### config.mk
export PLATFORM = sky130hd
export DESIGN_NAME = rv_fdivsqrt
export DESIGN_NICKNAME = d
export VERILOG_FILES = /design/src/rtl/rv_fdivsqrt.sv
export SDC_FILE = /design/constraint.sdc
export NUM_CORES = 1
export LEC_CHECK = 0
export ABC_AREA = 1
export CAP_MARGIN = 10
export CORE_ASPECT_RATIO = 1.1
export CORE_UTILIZATION = 40
export CTS_CLUSTER_DIAMETER = 100
export DETAILED_ROUTE_END_ITERATION = 12
export PLACE_DENSITY = 0.58
export SETUP_SLACK_MARGIN = 0.4
export SLEW_MARGIN = 40
export SYNTH_ARGS = -nofsm -noshare
export SYNTH_HDL_FRONTEND = slang
export SYNTH_SLANG_ARGS = --single-unit
export TNS_END_PERCENT = 100
### constraint.sdc
create_clock -name clk -period 7.3 [get_ports clk]
set_input_delay 0.73 -clock clk [delete_from_list [all_inputs] [get_ports clk]]
set_output_delay 0.73 -clock clk [all_outputs]
set_load 0.02 [all_outputs]
### src/rtl/rv_fdivsqrt.sv
// ---------------------------------------------------------------------------
// rv_fdivsqrt : iterative IEEE-754 divide / square-root unit (zfinx operands)
//
// One operation per start, fixed latency of N+3 cycles, where
// N = ceil((MANW+3)/QPC) is the number of recurrence cycles. Subnormal inputs
// are flushed to signed zero and no subnormal results are produced. Rounding
// is always round-to-nearest-even.
//
// Ports
//   clk     in   1    clock
//   xreset  in   1    asynchronous active-low reset
//   rdy     in   1    pipeline enable; 0 freezes every register
//   start   in   1    launch request, sampled when rdy=1 and idle
//   op      in   1    0: rs1/rs2 (FDIV), 1: sqrt(rs1) (FSQRT)
//   rs1     in   FW   dividend / radicand
//   rs2     in   FW   divisor (ignored for sqrt)
//   busy    out  1    high from the launch edge until the completing edge
//   cmpl    out  1    one-cycle (rdy-qualified) completion pulse
//   result  out  FW   rounded result, held until the next completion
//   fflags  out  5    {NV,DZ,OF,UF,NX}, held with result
// ---------------------------------------------------------------------------
module rv_fdivsqrt #(
   parameter int EXPW   = 8,
   parameter int MANW   = 23,
   parameter int QPC    = 2,
   parameter int SQRTEN = 1
) (
   input  logic               clk,
   input  logic               xreset,
   input  logic               rdy,
   input  logic               start,
   input  logic               op,
   input  logic [EXPW+MANW:0] rs1,
   input  logic [EXPW+MANW:0] rs2,
   output logic               busy,
   output logic               cmpl,
   output logic [EXPW+MANW:0] result,
   output logic [4:0]         fflags
);

   localparam int FW   = 1 + EXPW + MANW;
   localparam int BIAS = (2 ** (EXPW - 1)) - 1;
   localparam int EMAX = (2 ** EXPW) - 1;
   localparam int N    = (MANW + 3 + QPC - 1) / QPC;
   localparam int QB   = N * QPC;          // quotient/root bits produced
   localparam int REMW = QB + 3;           // partial remainder width
   localparam int RADW = 2 * QB;           // radicand shift register width
   localparam int CW   = $clog2(N + 1);
   localparam int XW   = EXPW + 2;         // exponent width incl. sign/overflow

   localparam logic [FW-1:0] QNAN = {1'b0, {EXPW{1'b1}}, 1'b1, {(MANW-1){1'b0}}};

   typedef enum logic [1:0] {
      S_IDLE  = 2'd0,
      S_PREP  = 2'd1,
      S_ITER  = 2'd2,
      S_ROUND = 2'd3
   } state_t;

   state_t            state_r, state_n;

   logic              op_r;
   logic [FW-1:0]     a_r, b_r;
   logic              busy_r, cmpl_r;
   logic [FW-1:0]     result_r;
   logic [4:0]        fflags_r;
   logic              sign_r;
   logic [XW-1:0]     exp_r;
   logic              spec_r;
   logic [FW-1:0]     spec_res_r;
   logic [4:0]        spec_flg_r;
   logic [REMW-1:0]   rem_r;
   logic [QB-1:0]     q_r;
   logic [RADW-1:0]   rad_r;
   logic [MANW:0]     div_r;
   logic [CW-1:0]     cnt_r;

   assign busy   = busy_r;
   assign cmpl   = cmpl_r;
   assign result = result_r;
   assign fflags = fflags_r;

   // ---------------- operand classification ----------------
   logic              s1_s, s2_s;
   logic [EXPW-1:0]   e1_s, e2_s;
   logic [MANW-1:0]   f1_s, f2_s;
   logic              zero1_s, zero2_s, inf1_s, inf2_s, nan1_s, nan2_s, snan1_s, snan2_s;
   logic              sq_op_s;

   assign s1_s    = a_r[FW-1];
   assign e1_s    = a_r[FW-2:MANW];
   assign f1_s    = a_r[MANW-1:0];
   assign s2_s    = b_r[FW-1];
   assign e2_s    = b_r[FW-2:MANW];
   assign f2_s    = b_r[MANW-1:0];

   // A zero exponent covers both true zeros and flushed subnormals.
   assign zero1_s = (e1_s == {EXPW{1'b0}});
   assign zero2_s = (e2_s == {EXPW{1'b0}});
   assign inf1_s  = (&e1_s) && (f1_s == {MANW{1'b0}});
   assign inf2_s  = (&e2_s) && (f2_s == {MANW{1'b0}});
   assign nan1_s  = (&e1_s) && (f1_s != {MANW{1'b0}});
   assign nan2_s  = (&e2_s) && (f2_s != {MANW{1'b0}});
   assign snan1_s = nan1_s && !f1_s[MANW-1];
   assign snan2_s = nan2_s && !f2_s[MANW-1];

   assign sq_op_s = op_r && (SQRTEN != 0);

   // Special-operand resolution, evaluated in PREP on the latched operands.
   logic              spec_s;
   logic [FW-1:0]     spec_res_s;
   logic [4:0]        spec_flg_s;

   // Special-case priority decoder for div and sqrt.
   always_comb begin
      spec_s     = 1'b1;
      spec_res_s = {FW{1'b0}};
      spec_flg_s = 5'b00000;
      if (op_r) begin
         if (SQRTEN == 0) begin
            spec_res_s = QNAN;
            spec_flg_s = 5'b10000;
         end else if (snan1_s) begin
            spec_res_s = QNAN;
            spec_flg_s = 5'b10000;
         end else if (nan1_s) begin
            spec_res_s = QNAN;
         end else if (s1_s && !zero1_s) begin
            spec_res_s = QNAN;
            spec_flg_s = 5'b10000;
         end else if (zero1_s) begin
            spec_res_s = {s1_s, {(FW-1){1'b0}}};
         end else if (inf1_s) begin
            spec_res_s = {1'b0, {EXPW{1'b1}}, {MANW{1'b0}}};
         end else begin
            spec_s = 1'b0;
         end
      end else begin
         if (snan1_s || snan2_s) begin
            spec_res_s = QNAN;
            spec_flg_s = 5'b10000;
         end else if (nan1_s || nan2_s) begin
            spec_res_s = QNAN;
         end else if ((zero1_s && zero2_s) || (inf1_s && inf2_s)) begin
            spec_res_s = QNAN;
            spec_flg_s = 5'b10000;
         end else if (zero2_s && !inf1_s) begin
            spec_res_s = {s1_s ^ s2_s, {EXPW{1'b1}}, {MANW{1'b0}}};
            spec_flg_s = 5'b01000;
         end else if (inf1_s) begin
            spec_res_s = {s1_s ^ s2_s, {EXPW{1'b1}}, {MANW{1'b0}}};
         end else if (zero1_s || inf2_s) begin
            spec_res_s = {s1_s ^ s2_s, {(FW-1){1'b0}}};
         end else begin
            spec_s = 1'b0;
         end
      end
   end

   // ---------------- exponent / significand setup ----------------
   logic [XW-1:0]     dexp_s, uexp_s, sexp_s;
   logic [MANW+1:0]   sq_sig_s;

   assign dexp_s   = {2'b00, e1_s} - {2'b00, e2_s} + XW'(BIAS);
   assign uexp_s   = {2'b00, e1_s} - XW'(BIAS);
   // Arithmetic halving of the unbiased exponent (floor for odd negatives).
   assign sexp_s   = {uexp_s[XW-1], uexp_s[XW-1:1]} + XW'(BIAS);
   // Odd unbiased exponent: radicand doubled, value kept with 2 integer bits.
   assign sq_sig_s = uexp_s[0] ? {1'b1, f1_s, 1'b0} : {2'b01, f1_s};

   // ---------------- digit recurrence ----------------
   logic [REMW-1:0]   rem_n, trial_s;
   logic [QB-1:0]     q_n;
   logic [RADW-1:0]   rad_n;

   // QPC restoring steps per cycle: divide compares then shifts; sqrt
   // brings in two radicand bits then compares against 4*root+1.
   always_comb begin
      rem_n   = rem_r;
      q_n     = q_r;
      rad_n   = rad_r;
      trial_s = {REMW{1'b0}};
      for (int k = 0; k < QPC; k++) begin
         if (sq_op_s) begin
            rem_n   = {rem_n[REMW-3:0], rad_n[RADW-1 -: 2]};
            rad_n   = {rad_n[RADW-3:0], 2'b00};
            trial_s = REMW'({q_n, 2'b01});
         end else begin
            trial_s = REMW'(div_r);
         end
         if (rem_n >= trial_s) begin
            rem_n = rem_n - trial_s;
            q_n   = {q_n[QB-2:0], 1'b1};
         end else begin
            q_n   = {q_n[QB-2:0], 1'b0};
         end
         rem_n = sq_op_s ? rem_n : {rem_n[REMW-2:0], 1'b0};
      end
   end

   // ---------------- normalise and round ----------------
   logic [QB-1:0]     nq_s;
   logic [XW-1:0]     nexp_s, fexp_s;
   logic [MANW:0]     man_s;
   logic              guard_s, sticky_s, up_s, carry_s, ovf_s, unf_s;
   logic [MANW+1:0]   rsig_s;
   logic [MANW-1:0]   fman_s;
   logic [FW-1:0]     fin_res_s;
   logic [4:0]        fin_flg_s;

   // Only a quotient in [0.5,1) can have a clear MSB; sqrt roots are in [1,2).
   assign nq_s     = q_r[QB-1] ? q_r : {q_r[QB-2:0], 1'b0};
   assign nexp_s   = q_r[QB-1] ? exp_r : (exp_r - XW'(1));
   assign man_s    = nq_s[QB-1 -: MANW+1];
   assign guard_s  = nq_s[QB-2-MANW];
   assign sticky_s = (|nq_s[QB-3-MANW:0]) || (rem_r != {REMW{1'b0}});
   assign up_s     = guard_s && (sticky_s || man_s[0]);
   assign rsig_s   = {1'b0, man_s} + (MANW+2)'(up_s);
   assign carry_s  = rsig_s[MANW+1];
   assign fexp_s   = nexp_s + XW'(carry_s);
   assign fman_s   = carry_s ? {MANW{1'b0}} : rsig_s[MANW-1:0];
   assign ovf_s    = !fexp_s[XW-1] && (fexp_s >= XW'(EMAX));
   assign unf_s    = fexp_s[XW-1] || (fexp_s == {XW{1'b0}});

   // Final result select: specials, overflow, underflow, or normal number.
   always_comb begin
      fin_res_s = {FW{1'b0}};
      fin_flg_s = 5'b00000;
      if (spec_r) begin
         fin_res_s = spec_res_r;
         fin_flg_s = spec_flg_r;
      end else if (ovf_s) begin
         fin_res_s = {sign_r, {EXPW{1'b1}}, {MANW{1'b0}}};
         fin_flg_s = 5'b00101;
      end else if (unf_s) begin
         fin_res_s = {sign_r, {(FW-1){1'b0}}};
         fin_flg_s = 5'b00011;
      end else begin
         fin_res_s = {sign_r, fexp_s[EXPW-1:0], fman_s};
         fin_flg_s = {4'b0000, guard_s || sticky_s};
      end
   end

   // ---------------- control ----------------
   // Next-state logic for the IDLE/PREP/ITER/ROUND sequence.
   always_comb begin
      state_n = state_r;
      case (state_r)
         S_IDLE: begin
            if (start) begin
               state_n = S_PREP;
            end else begin
               state_n = S_IDLE;
            end
         end
         S_PREP: state_n = S_ITER;
         S_ITER: begin
            if (cnt_r == {CW{1'b0}}) begin
               state_n = S_ROUND;
            end else begin
               state_n = S_ITER;
            end
         end
         S_ROUND: state_n = S_IDLE;
         default: state_n = S_IDLE;
      endcase
   end

   // State register, frozen while rdy is low.
   always_ff @(posedge clk or negedge xreset) begin
      if (!xreset) begin
         state_r <= S_IDLE;
      end else if (rdy) begin
         state_r <= state_n;
      end else begin
         state_r <= state_r;
      end
   end

   // Operand latch, datapath and registered outputs, frozen while rdy is low.
   always_ff @(posedge clk or negedge xreset) begin
      if (!xreset) begin
         op_r       <= 1'b0;
         a_r        <= {FW{1'b0}};
         b_r        <= {FW{1'b0}};
         busy_r     <= 1'b0;
         cmpl_r     <= 1'b0;
         result_r   <= {FW{1'b0}};
         fflags_r   <= 5'b00000;
         sign_r     <= 1'b0;
         exp_r      <= {XW{1'b0}};
         spec_r     <= 1'b0;
         spec_res_r <= {FW{1'b0}};
         spec_flg_r <= 5'b00000;
         rem_r      <= {REMW{1'b0}};
         q_r        <= {QB{1'b0}};
         rad_r      <= {RADW{1'b0}};
         div_r      <= {(MANW+1){1'b0}};
         cnt_r      <= {CW{1'b0}};
      end else if (rdy) begin
         case (state_r)
            S_IDLE: begin
               cmpl_r <= 1'b0;
               if (start) begin
                  op_r   <= op;
                  a_r    <= rs1;
                  b_r    <= rs2;
                  busy_r <= 1'b1;
               end else begin
                  busy_r <= 1'b0;
               end
            end
            S_PREP: begin
               spec_r     <= spec_s;
               spec_res_r <= spec_res_s;
               spec_flg_r <= spec_flg_s;
               sign_r     <= op_r ? s1_s : (s1_s ^ s2_s);
               exp_r      <= op_r ? sexp_s : dexp_s;
               q_r        <= {QB{1'b0}};
               div_r      <= {1'b1, f2_s};
               rad_r      <= {sq_sig_s, {(RADW-MANW-2){1'b0}}};
               rem_r      <= sq_op_s ? {REMW{1'b0}} : REMW'({1'b1, f1_s});
               cnt_r      <= CW'(N - 1);
            end
            S_ITER: begin
               rem_r <= rem_n;
               q_r   <= q_n;
               rad_r <= rad_n;
               cnt_r <= (cnt_r == {CW{1'b0}}) ? cnt_r : (cnt_r - CW'(1));
            end
            S_ROUND: begin
               result_r <= fin_res_s;
               fflags_r <= fin_flg_s;
               cmpl_r   <= 1'b1;
               busy_r   <= 1'b0;
            end
            default: begin
               busy_r <= 1'b0;
            end
         endcase
      end else begin
         cmpl_r <= cmpl_r;
      end
   end

endmodule

# After elaboration in Yosys (flattened, before gate mapping)
# Cells that the tools add are included.
totals:
  regBits: 290
  latchBits: 0
  ramBits: 0
  romBits: 0
  inputBits: 69
  out_inout_bits: 39
  word_cells: 149
  mem_count: 0
classes:
  add_sub_neg: 10
  mul: 0
  div_mod_pow: 0
  magnitude_cmp: 3
  n_eq_ne: 4
  shift: 0
  muxes: 68
  bitwise: 1
  n_reduce_logical: 45
op_table:
  columns: ["cell", "n"]
  rows:
  - ["2-to-1 mux 32 bit", 12]
  - ["2-to-1 mux 29 bit", 6]
  - ["2-to-1 mux 52 bit", 2]
  - ["case mux 52 bit (2 select lines)", 1]
  - ["2-to-1 mux 31 bit", 3]
  - ["greater-or-equal comparator 29 bit", 2]
  - ["case mux 29 bit (2 select lines)", 1]
  - ["subtractor 29 bit", 2]
  - ["2-to-1 mux 28 bit", 2]
  - ["case mux 26 bit (2 select lines)", 1]
  - ["logical NOT 23 bit", 2]
  - ["nonzero test 23 bit", 2]
  - ["2-to-1 mux 5 bit", 8]
  - ["nonzero test 29 bit", 1]
  - ["2-to-1 mux 26 bit", 1]
  - ["adder 24 x 1 -> 25 bit", 1]
  - ["2-to-1 mux 25 bit", 1]
  - ["2-to-1 mux 24 bit", 1]
  - ["2-to-1 mux 23 bit", 1]
  - ["2-to-1 mux 10 bit", 2]
  - ["2-to-1 mux 1 bit", 18]
  - ["logical NOT 8 bit", 2]
  - ["AND reduction 8 bit", 2]
  - ["logical AND 1 bit", 12]
  - ["other kinds (26)", 45]

# Longest topological paths before layout
# Gate-level depths: netlist of the first run.
depth:
  ltp_word: 11
  depth_mapped: 43

# Worst setup path before layout of the first run
# No wires, ideal clock.
synth_timing:
  path_type: "flip-flop to flip-flop"
  from: "reg op_r"
  to: "reg rem_r[4]"
  setup_time_ns: 0.113
  arrival_ns: 6.304
  required_ns: 7.187
  slack_ns: 0.882
  stages_incl_launch_ff: 40
  n_path_buf: 12
  synth_period_minus_slack_ns: 6.418
  path_cell_list: "dfrtp_1 -> inv_2 -> buf_6 -> clkbuf_1 -> clkbuf_1 -> clkbuf_1 -> clkbuf_1 -> clkbuf_1 -> buf_1 -> a21oi_1 -> ha_1 -> a21oi_1 -> o21ai_0 -> a21oi_1 -> nand2_2 -> nand2_1 -> nand2_1 -> buf_6 -> [4 not listed] -> o21ai_0 -> inv_1 -> ha_1 -> nand2_1 -> nor2_1 -> inv_1 -> nor4_1 -> nand2_1 -> nand3_2 -> nand2_4 -> nand2_4 -> buf_6 -> buf_6 -> nand2_1 -> o211ai_1 -> nand3_1 -> nand2_1 -> inv_1"
synth_between:
  elab_chain_len: 9
  word_cells_on_any_way: 16
  cone_classes: "add/sub: 2; order compare: 2; mux: 12"
synth_lines:
  columns: ["element", "line", "text"]
  rows:
  - ["start, declared", "62", "logic op_r;"]
  - ["start signal, assigned", "305", "op_r <= op;"]
  - ["2-to-1 mux 29 bit or 2-to-1 mux 28 bit (tied branches)", "184", "if (sq_op_s) begin"]
  - ["subtractor 29 bit or greater-or-equal comparator 29 bit (tied branches)", "192, 191", null]
  - ["2-to-1 mux 29 bit", "191", "if (rem_n >= trial_s) begin"]
  - ["2-to-1 mux 29 bit", "197", "rem_n = sq_op_s ? rem_n : {rem_n[REMW-2:0], 1'b0};"]
  - ["2-to-1 mux 29 bit", "184", null]
  - ["subtractor 29 bit or greater-or-equal comparator 29 bit (tied branches)", "192, 191", null]
  - ["2-to-1 mux 29 bit", "191", null]
  - ["2-to-1 mux 29 bit", "197", null]
  - ["case mux 29 bit (2 select lines) *", "301", "case (state_r)"]
  - ["end signal, assigned", "295", "rem_r <= {REMW{1'b0}};"]
  - ["end signal, assigned", "322", "rem_r <= sq_op_s ? {REMW{1'b0}} : REMW'({1'b1, f1_s});"]
  - ["end signal, assigned", "326", "rem_r <= rem_n;"]
  - ["end, declared", "72", "logic [REMW-1:0] rem_r;"]
# Mark *: on every way between the ends. The rest lies on a longest branch, timed or not.
# A chain may end at the register's enable or synchronous reset.

# Worst setup path after layout of the first run
layout_timing:
  from: "reg op_r"
  to: "reg rem_r[17]"
# The elaborated chain is that of the path after synthesis.

==> key figures, run 1 <==
Run status
  – Run status: finished, final reports clean

Finish
  – Area growth, synth to finish: 14.8%
  – Filler Cell Count: 4542
  – Filler-free cell count of the finished design: 3176
  – Count of antenna diodes in the layout: 0
  – Fraction of the core area covered by cells at the end of the flow: 0.465
  – Area of all placed cells without fillers: 20700 um2
  – Number of nets at the end of the flow: 2723
  – Sequential cell area in the final layout: 6460 um2
  – Fraction of final layout cells with drive strength greater than 1: 0.0593
  – Multi-input logic area: 9890 um2

Drt
  – Total DRC errors in the routed layout: 0
  – Wire length after detailed routing: 59600 um
  – Vias per inst: 5.48
  – WL/cell: 18.8 um
  – Final ANT Viol Nets: 0
  – First DRT Iteration DRCs: 1515
  – Via count: 17400
  – Number of search-and-repair iterations in the first detailed-routing pass: 6

STA
  – Final hold violation count: 0
  – Total negative slack for setup checks: 0 ns
  – Setup repair after global routing missed its margin: no
  – Final number of setup-violating endpoints: 0
  – Post-route minimum period: 6.35 ns
  – Slew of the pin with the lowest slew margin: 0.714 ns
  – Clk_skew: 0.0259 ns
  – Count of pins over their slew limit: 0
  – Final period utilization: 0.869
  – Highest Clock Rate: 0.158 GHz
  – Headroom to the max-slew limit: 0.519

Yosys
  – Synthesized flop and latch total: 258
  – Share of synthesized registers carrying an async set or reset: 1.00
  – Sequential cell area fraction in the yosys report: 0.358
  – Mapped Nets: 2664
  – Number of enable-type register cells in the synthesized netlist: 0
  – Number of different library cells in the post-synthesis netlist: 62
  – Synth Flop Type: sky130_fd_sc_hd__dfrtp_1
  – Cell area after synthesis: 18000 um2
  – Average cell area after synthesis: 7.17 um2
  – Warnings, synthesis: 0
  – Synth Instances: 2514

Global routing
  – Wire length of the first global-routing pass: 93400 um
  – Antenna violations before repair: 0
  – Met1 global-route usage: 0.383
  – Met2 Resource Use GR: 0.408
  – Number of global-route vias before repair: 16700
  – GR Overflow Total: 0
  – Met3 layer usage reported by global route: 0.0284
  – Total routing usage reported by global routing: 0.260
  – Largest net degree at the start of global routing: 98
  – Most utilized layer in the global route result: met2

Floorplan
  – Cell row count: 81
  – Core Box Area: 44500 um2
  – Die outline area: 45900 um2
  – Die H: 225 um
  – Number of primary I/O pins: 108
  – X dimension of the die: 204 um
  – Starting density of the core: 0.405

Clocking
  – Total CTS buffers: 29
  – TritonCTS clock tree: built
  – Postcts setup bufs: 0
  – Clock latency on the worst-skew pair: 0.57 ns
  – H-tree levels: 1
  – CTS root buf: sky130_fd_sc_hd__clkbuf_16
  – CTS Buffer Depth: 3
  – TritonCTS Sinks: 258
  – Clock transition at the register clock pins on the worst setup and hold paths after CTS: 0.06 ns

Critical path
  – Most prevalent standard cell on the critical path: sky130_fd_sc_hd__o21ai_0
  – Startpoint Class: flip-flop
  – Largest stage delay, worst path: 0.61 ns
  – Required time at the worst-slack endpoint: 7.75 ns
  – Critical-path top delay cell: sky130_fd_sc_hd__dfrtp_4
  – Critical path data arrival time: 6.80 ns
  – Maximum net fanout on the critical path: 32
  – Kind of critical path: reg -> reg
  – Type of destination of the critical path: flip-flop

Placement
  – Routability-driven placement congestion ratio: 0.987
  – Number of buffers added on ports: 107
  – Area after detailed placement: 19600 um2
  – DP HPWL: 46900 um
  – DP Cell Count: 3122

Hold path
  – Path class of the lowest-slack min-delay path: in -> async

Flow run
  – Number of maximum-capacitance violations: 0
## metal layers
metal  share of wire  vias up
li1                -     8550
met3           0.053       66
met2            0.45      500
met4           0.019        0
met5               0        -
met1            0.48     8277
## synthesized netlist by cell type, types with 9 or more instances
master / count / share of area
sky130_fd_sc_hd__nand2_1: 546 / 0.11
sky130_fd_sc_hd__inv_1: 329 / 0.069
sky130_fd_sc_hd__dfrtp_1: 258 / 0.36
sky130_fd_sc_hd__o21ai_0: 199 / 0.055
sky130_fd_sc_hd__nor2_1: 194 / 0.040
sky130_fd_sc_hd__nand3_1: 191 / 0.053
sky130_fd_sc_hd__a21oi_1: 179 / 0.050
sky130_fd_sc_hd__clkbuf_1: 81 / 0.017
sky130_fd_sc_hd__ha_1: 80 / 0.056
sky130_fd_sc_hd__o22ai_1: 60 / 0.021
sky130_fd_sc_hd__xor2_1: 54 / 0.026
sky130_fd_sc_hd__a31oi_1: 39 / 0.014
sky130_fd_sc_hd__nand4_1: 38 / 0.013
sky130_fd_sc_hd__nor4_1: 31 / 0.011
sky130_fd_sc_hd__xnor2_1: 29 / 0.014
sky130_fd_sc_hd__mux2_2: 23 / 0.014
sky130_fd_sc_hd__nor3_1: 22 / 0.0061
sky130_fd_sc_hd__o211ai_1: 13 / 0.0054
sky130_fd_sc_hd__or2_2: 12 / 0.0042
sky130_fd_sc_hd__buf_1: 11 / 0.0023
sky130_fd_sc_hd__o221a_2: 9 / 0.0056
sky130_fd_sc_hd__o31ai_1: 9 / 0.0037
## state kept, by name, summed over array words and instances (netlist names), 2 cells and up
| signal | cells |
|---|---|
| spec_res_r | 3 |
| cnt_r | 4 |
| rem_r | 29 |
| a_r | 32 |
| rad_r | 52 |
| state_r | 2 |
| b_r | 32 |
| spec_flg_r | 2 |
| result | 32 |
| q_r | 26 |
| fflags | 5 |
| exp_r | 10 |
| div_r | 24 |
## cell type report
class                           count  share of cell area
Multi-Input combinational cell   1815               0.478
Sequential cell                   258               0.312
Timing Repair Buffer              133              0.0652
Inverter                          336              0.0611
Clock buffer                       42              0.0408
Tap cell                          581              0.0351
Clock inverter                     11             0.00726
## metrics by stage
| step | hold WS [ns] | setup WS [ns] |
|---|---|---|
| after floorplan | 0.434 | 0.882 |
| after global placement | 0.467 | 0.822 |
| after detailed placement | 0.470 | 0.835 |
| after CTS | 0.211 | 0.799 |
| after global routing | 0.0199 | 0.431 |
| final | 0.0172 | 0.954 |
## cell usage in the layout, fill, tap and decap left out, types with 29 or more instances in the layout
cell and count:
sky130_fd_sc_hd__a21oi_1 179, sky130_fd_sc_hd__a31oi_1 39, sky130_fd_sc_hd__clkbuf_16 29, sky130_fd_sc_hd__clkdlybuf4s50_1 106, sky130_fd_sc_hd__dfrtp_1 256, sky130_fd_sc_hd__ha_1 80, sky130_fd_sc_hd__inv_1 328, sky130_fd_sc_hd__nand2_1 545
sky130_fd_sc_hd__nand3_1 189, sky130_fd_sc_hd__nand4_1 38, sky130_fd_sc_hd__nor2_1 192, sky130_fd_sc_hd__nor4_1 30, sky130_fd_sc_hd__o21ai_0 198, sky130_fd_sc_hd__o22ai_1 60, sky130_fd_sc_hd__xnor2_1 29, sky130_fd_sc_hd__xor2_1 54
## repair_timing
| item | in CTS | in global routing |
|---|---|---|
| hold buffers | 0 | 0 |
| setup endpoints to repair | 0 | 23 |
| resized for setup | 0 | 5 |
## final timing paths
check	startpoint	end	slack, ns	depth (start not counted)
max	op_r$_DFFE_PN0P_	rem_r[17]$_DFFE_PN0P_	0.95	28
max reg2reg	op_r$_DFFE_PN0P_	rem_r[17]$_DFFE_PN0P_	0.95	28
max in group asynchronous	xreset	a_r[23]$_DFFE_PN0P_	6.09	3
min	xreset	div_r[7]$_DFFE_PN0P_	0.02	1
min in group clk	result[19]$_DFFE_PN0P_	result[19]$_DFFE_PN0P_	0.48	2
min reg2reg	result[19]$_DFFE_PN0P_	result[19]$_DFFE_PN0P_	0.48	2
## cells by family (layout without fill, tap and decap cells)
family          count (synthesis)  count (layout)  share of synthesized area
simple gates                 1065            1065                      0.255
fa+ha+maj                      81              81                     0.0567
compound gates                558             558                      0.177
mux                            28              28                     0.0172
xor+xnor                       83              83                     0.0403
buf+inv                       441             522                     0.0950
flops                         258             258                      0.358
## critical path: cells and delay by family (launching register included)
kind | cells | cell delay [ns]
AND/OR/NAND/NOR | 10 | 1.25
multiplexers | 1 | 0.40
AO/OA/AOI/OAI | 11 | 2.19
buffers and inverters | 4 | 0.99
flip-flops | 1 | 0.61
adder cells (fa/ha/maj) | 2 | 0.78
Power of run 1 is left out: the tool's default activity adds up to more than one toggle a clock period on the data nets, which glitch-free logic cannot reach.
==> run 2: changes to the inputs <==
CAP_MARGIN = default   (was 10)
==> results of run 2 <==
Final layout, timing and power as in run 1 (identical DEF).
Power of run 2 is left out for the same reason.
==> run 3: changes to the inputs <==
PLACE_DENSITY = 0.67   (was 0.58)
==> run 3 against run 2 <==
Die area unchanged; via count grew 2.3%; cell count increased by 0.25%; wire length is 0.54% higher; global-route usage hardly changed; flip-flop and latch count unchanged; register-to-register slack got worse by 0.02 ns; design area is 0.13% lower; sequential share of layout area about the same; maximum frequency decreased by 0.39%; non-clock buffer count is 11 higher; first-iteration DRC count down 7.4%; critical path type unchanged; critical endpoint is now rem_r[18]$_DFFE_PN0P_.
==> key figures, run 3 (same netlist as run 1, synthesis figures left out) <==
Run status
  – Run status: finished, final reports clean (unchanged)

Critical path
  – Kind of critical path: reg -> reg (unchanged)
  – Setup slack, reg-to-reg: 0.93 ns (was 0.95 ns)
  – Category of cells accounting for the largest share of critical-path delay: compound AO/OA/AOI/OAI gates (unchanged)
  – Number of buffer and inverter stages on the critical path: 5 (was 4)
  – Largest stage delay, worst path: 0.59 ns (was 0.61 ns)
  – Critical path data arrival time: 6.84 ns (was 6.80 ns)
  – Critical-path top delay cell: sky130_fd_sc_hd__dfrtp_4 (unchanged)
  – Required time at the worst-slack endpoint: 7.76 ns (was 7.75 ns)
  – Startpoint Class: flip-flop (unchanged)
  – Maximum net fanout on the critical path: 41 (was 32)
  – Most prevalent standard cell on the critical path: sky130_fd_sc_hd__o21ai_0 (unchanged)
  – Type of destination of the critical path: flip-flop (unchanged)

STA
  – Post-route minimum period: 6.37 ns (was 6.35 ns)
  – Count of pins over their slew limit: 0 (unchanged)
  – Final hold violation count: 0 (unchanged)
  – Headroom to the max-slew limit: 0.416 (was 0.519)
  – Highest Clock Rate: 0.157 GHz (was 0.158 GHz)
  – Final period utilization: 0.873 (was 0.869)
  – Slew of the pin with the lowest slew margin: 0.869 ns (was 0.714 ns)
  – WHS: 0.0903 ns (was 0.0172 ns)
  – Clk_skew: 0.0167 ns (was 0.0259 ns)
  – Final number of setup-violating endpoints: 0 (unchanged)
  – Setup repair after global routing missed its margin: no (unchanged)
  – Total negative slack for setup checks: 0 ns (unchanged)

Finish
  – Area growth, synth to finish: 14.7% (was 14.8%)
  – Count of antenna diodes in the layout: 0 (unchanged)
  – Most common cell after layout, fill and taps aside: sky130_fd_sc_hd__nand2_1 (unchanged)
  – Number of flip-flops under the largest register name: 52 (unchanged)
  – Filler Cell Count: 4499 (was 4542)
  – Filler-free cell count of the finished design: 3184 (was 3176)
  – Area of all placed cells without fillers: 20700 um2 (about the same)
  – Number of nets at the end of the flow: 2733 (was 2723)
  – Most frequent cells in the layout: 545 x sky130_fd_sc_hd__nand2_1, 327 x sky130_fd_sc_hd__inv_1, 256 x sky130_fd_sc_hd__dfrtp_1 (was 545 x sky130_fd_sc_hd__nand2_1, 328 x sky130_fd_sc_hd__inv_1, 256 x sky130_fd_sc_hd__dfrtp_1)
  – Fraction of final layout cells with drive strength greater than 1: 0.0630 (was 0.0593)
  – Reg with most FFs: rad_r (unchanged)

Clocking
  – H-tree levels: 1 (unchanged)
  – Clock latency on the worst-skew pair: 0.57 ns (about the same)
  – TritonCTS Sinks: 258 (unchanged)
  – Total CTS buffers: 28 (was 29)
  – CTS Buffer Depth: 3 (unchanged)
  – CTS root buf: sky130_fd_sc_hd__clkbuf_16 (unchanged)
  – Clock transition at the register clock pins on the worst setup and hold paths after CTS: 0.06 ns (about the same)
  – TritonCTS clock tree: built (unchanged)

Placement
  – Routability-driven placement congestion ratio: 1.04 (was 0.987)
  – Number of buffers added on ports: 107 (unchanged)
  – DP Cell Count: 3134 (was 3122)
  – DP HPWL: 47500 um (was 46900 um)
  – Area after detailed placement: 19700 um2 (was 19600 um2)

Global routing
  – Total routing usage reported by global routing: 0.260 (about the same)
  – Number of global-route vias before repair: 17100 (was 16700)
  – Antenna violations before repair: 2 (was 0)
  – Wire length of the first global-routing pass: 94100 um (was 93400 um)
  – GR Overflow Total: 0 (unchanged)
  – Largest net degree at the start of global routing: 78 (was 98)

Flow run
  – Number of maximum-capacitance violations: 0 (unchanged)

Drt
  – Number of search-and-repair iterations in the first detailed-routing pass: 6 (unchanged)
  – Final ANT Viol Nets: 0 (unchanged)
  – Wire length after detailed routing: 59900 um (was 59600 um)
  – Routed wire length on met3: 3390 um (was 3170 um)
  – Wire length on met2: 27300 um (was 26600 um)
  – Via count: 17800 (was 17400)
  – WL/cell: 18.8 um (about the same)
  – Uppermost layer routed: met5 (was met4)
  – Total DRC errors in the routed layout: 0 (unchanged)
  – Metal1 wirelength: 26000 um (was 28700 um)
  – First DRT Iteration DRCs: 1403 (was 1515)
  – Vias per inst: 5.59 (was 5.48)

Floorplan
  – Number of primary I/O pins: 108 (unchanged)
  – Cell row count: 81 (unchanged)
  – Die outline area: 45900 um2 (unchanged)
  – Core Box Area: 44500 um2 (unchanged)
  – X dimension of the die: 204 um (unchanged)
  – Die H: 225 um (unchanged)
  – Starting density of the core: 0.405 (unchanged)

Hold path
  – Path class of the lowest-slack min-delay path: in -> async (unchanged)
==> run 3: changes by cell type in the layout (fill, tap and decap cells not counted), sizes merged <==
cell / before / now
buf: 27 / 38
clkbuf: 42 / 36
clkinv: 5 / 11
inv: 338 / 335
==> run 3: area by class of cell <==
class / count / area [um2] / area share
clock buffer: 36 / 751 / 0.0363
clock inverter: 14 / 170 / 0.00824
inverter: 336 / 1260 / 0.0612
multi-input combinational: 1815 / 9890 / 0.479
sequential: 258 / 6460 / 0.313
tap: 581 / 727 / 0.0352
timing repair buffer: 144 / 1390 / 0.0674
==> run 3: repair_timing <==
item	in CTS	in global routing
setup endpoints to repair	0	30
resized for setup	0	14
hold buffers	0	0
buffers inserted	0	0
==> run 3: metal layers <==
| layer | GRT usage | vias up |
|---|---|---|
| li1 | - | 8575 |
| met1 | 0.346 | 8464 |
| met2 | 0.418 | 603 |
| met3 | 0.0310 | 142 |
| met4 | 0.129 | 2 |
| met5 | 0 | - |
==> run 3: worst paths after layout <==
check                                  startpoint                     end  cells after the start
max in group asynchronous                  xreset   rad_r[28]$_DFFE_PN0P_                      3
max                              op_r$_DFFE_PN0P_   rem_r[18]$_DFFE_PN0P_                     27
min                                        xreset     b_r[24]$_DFFE_PN0P_                      1
min in group clk           result[11]$_DFFE_PN0P_  result[11]$_DFFE_PN0P_                      2
max reg2reg                      op_r$_DFFE_PN0P_   rem_r[18]$_DFFE_PN0P_                     27
min reg2reg                result[11]$_DFFE_PN0P_  result[11]$_DFFE_PN0P_                      2
==> run 3: stage by stage <==
step                      setup WS (ns)   util
final                             0.929  0.464
after floorplan                   0.882      -
after global placement            0.640  0.442
after global routing              0.430  0.464
after CTS                         0.600  0.463
after detailed placement          0.631  0.443
Power of run 3 is left out for the same reason.
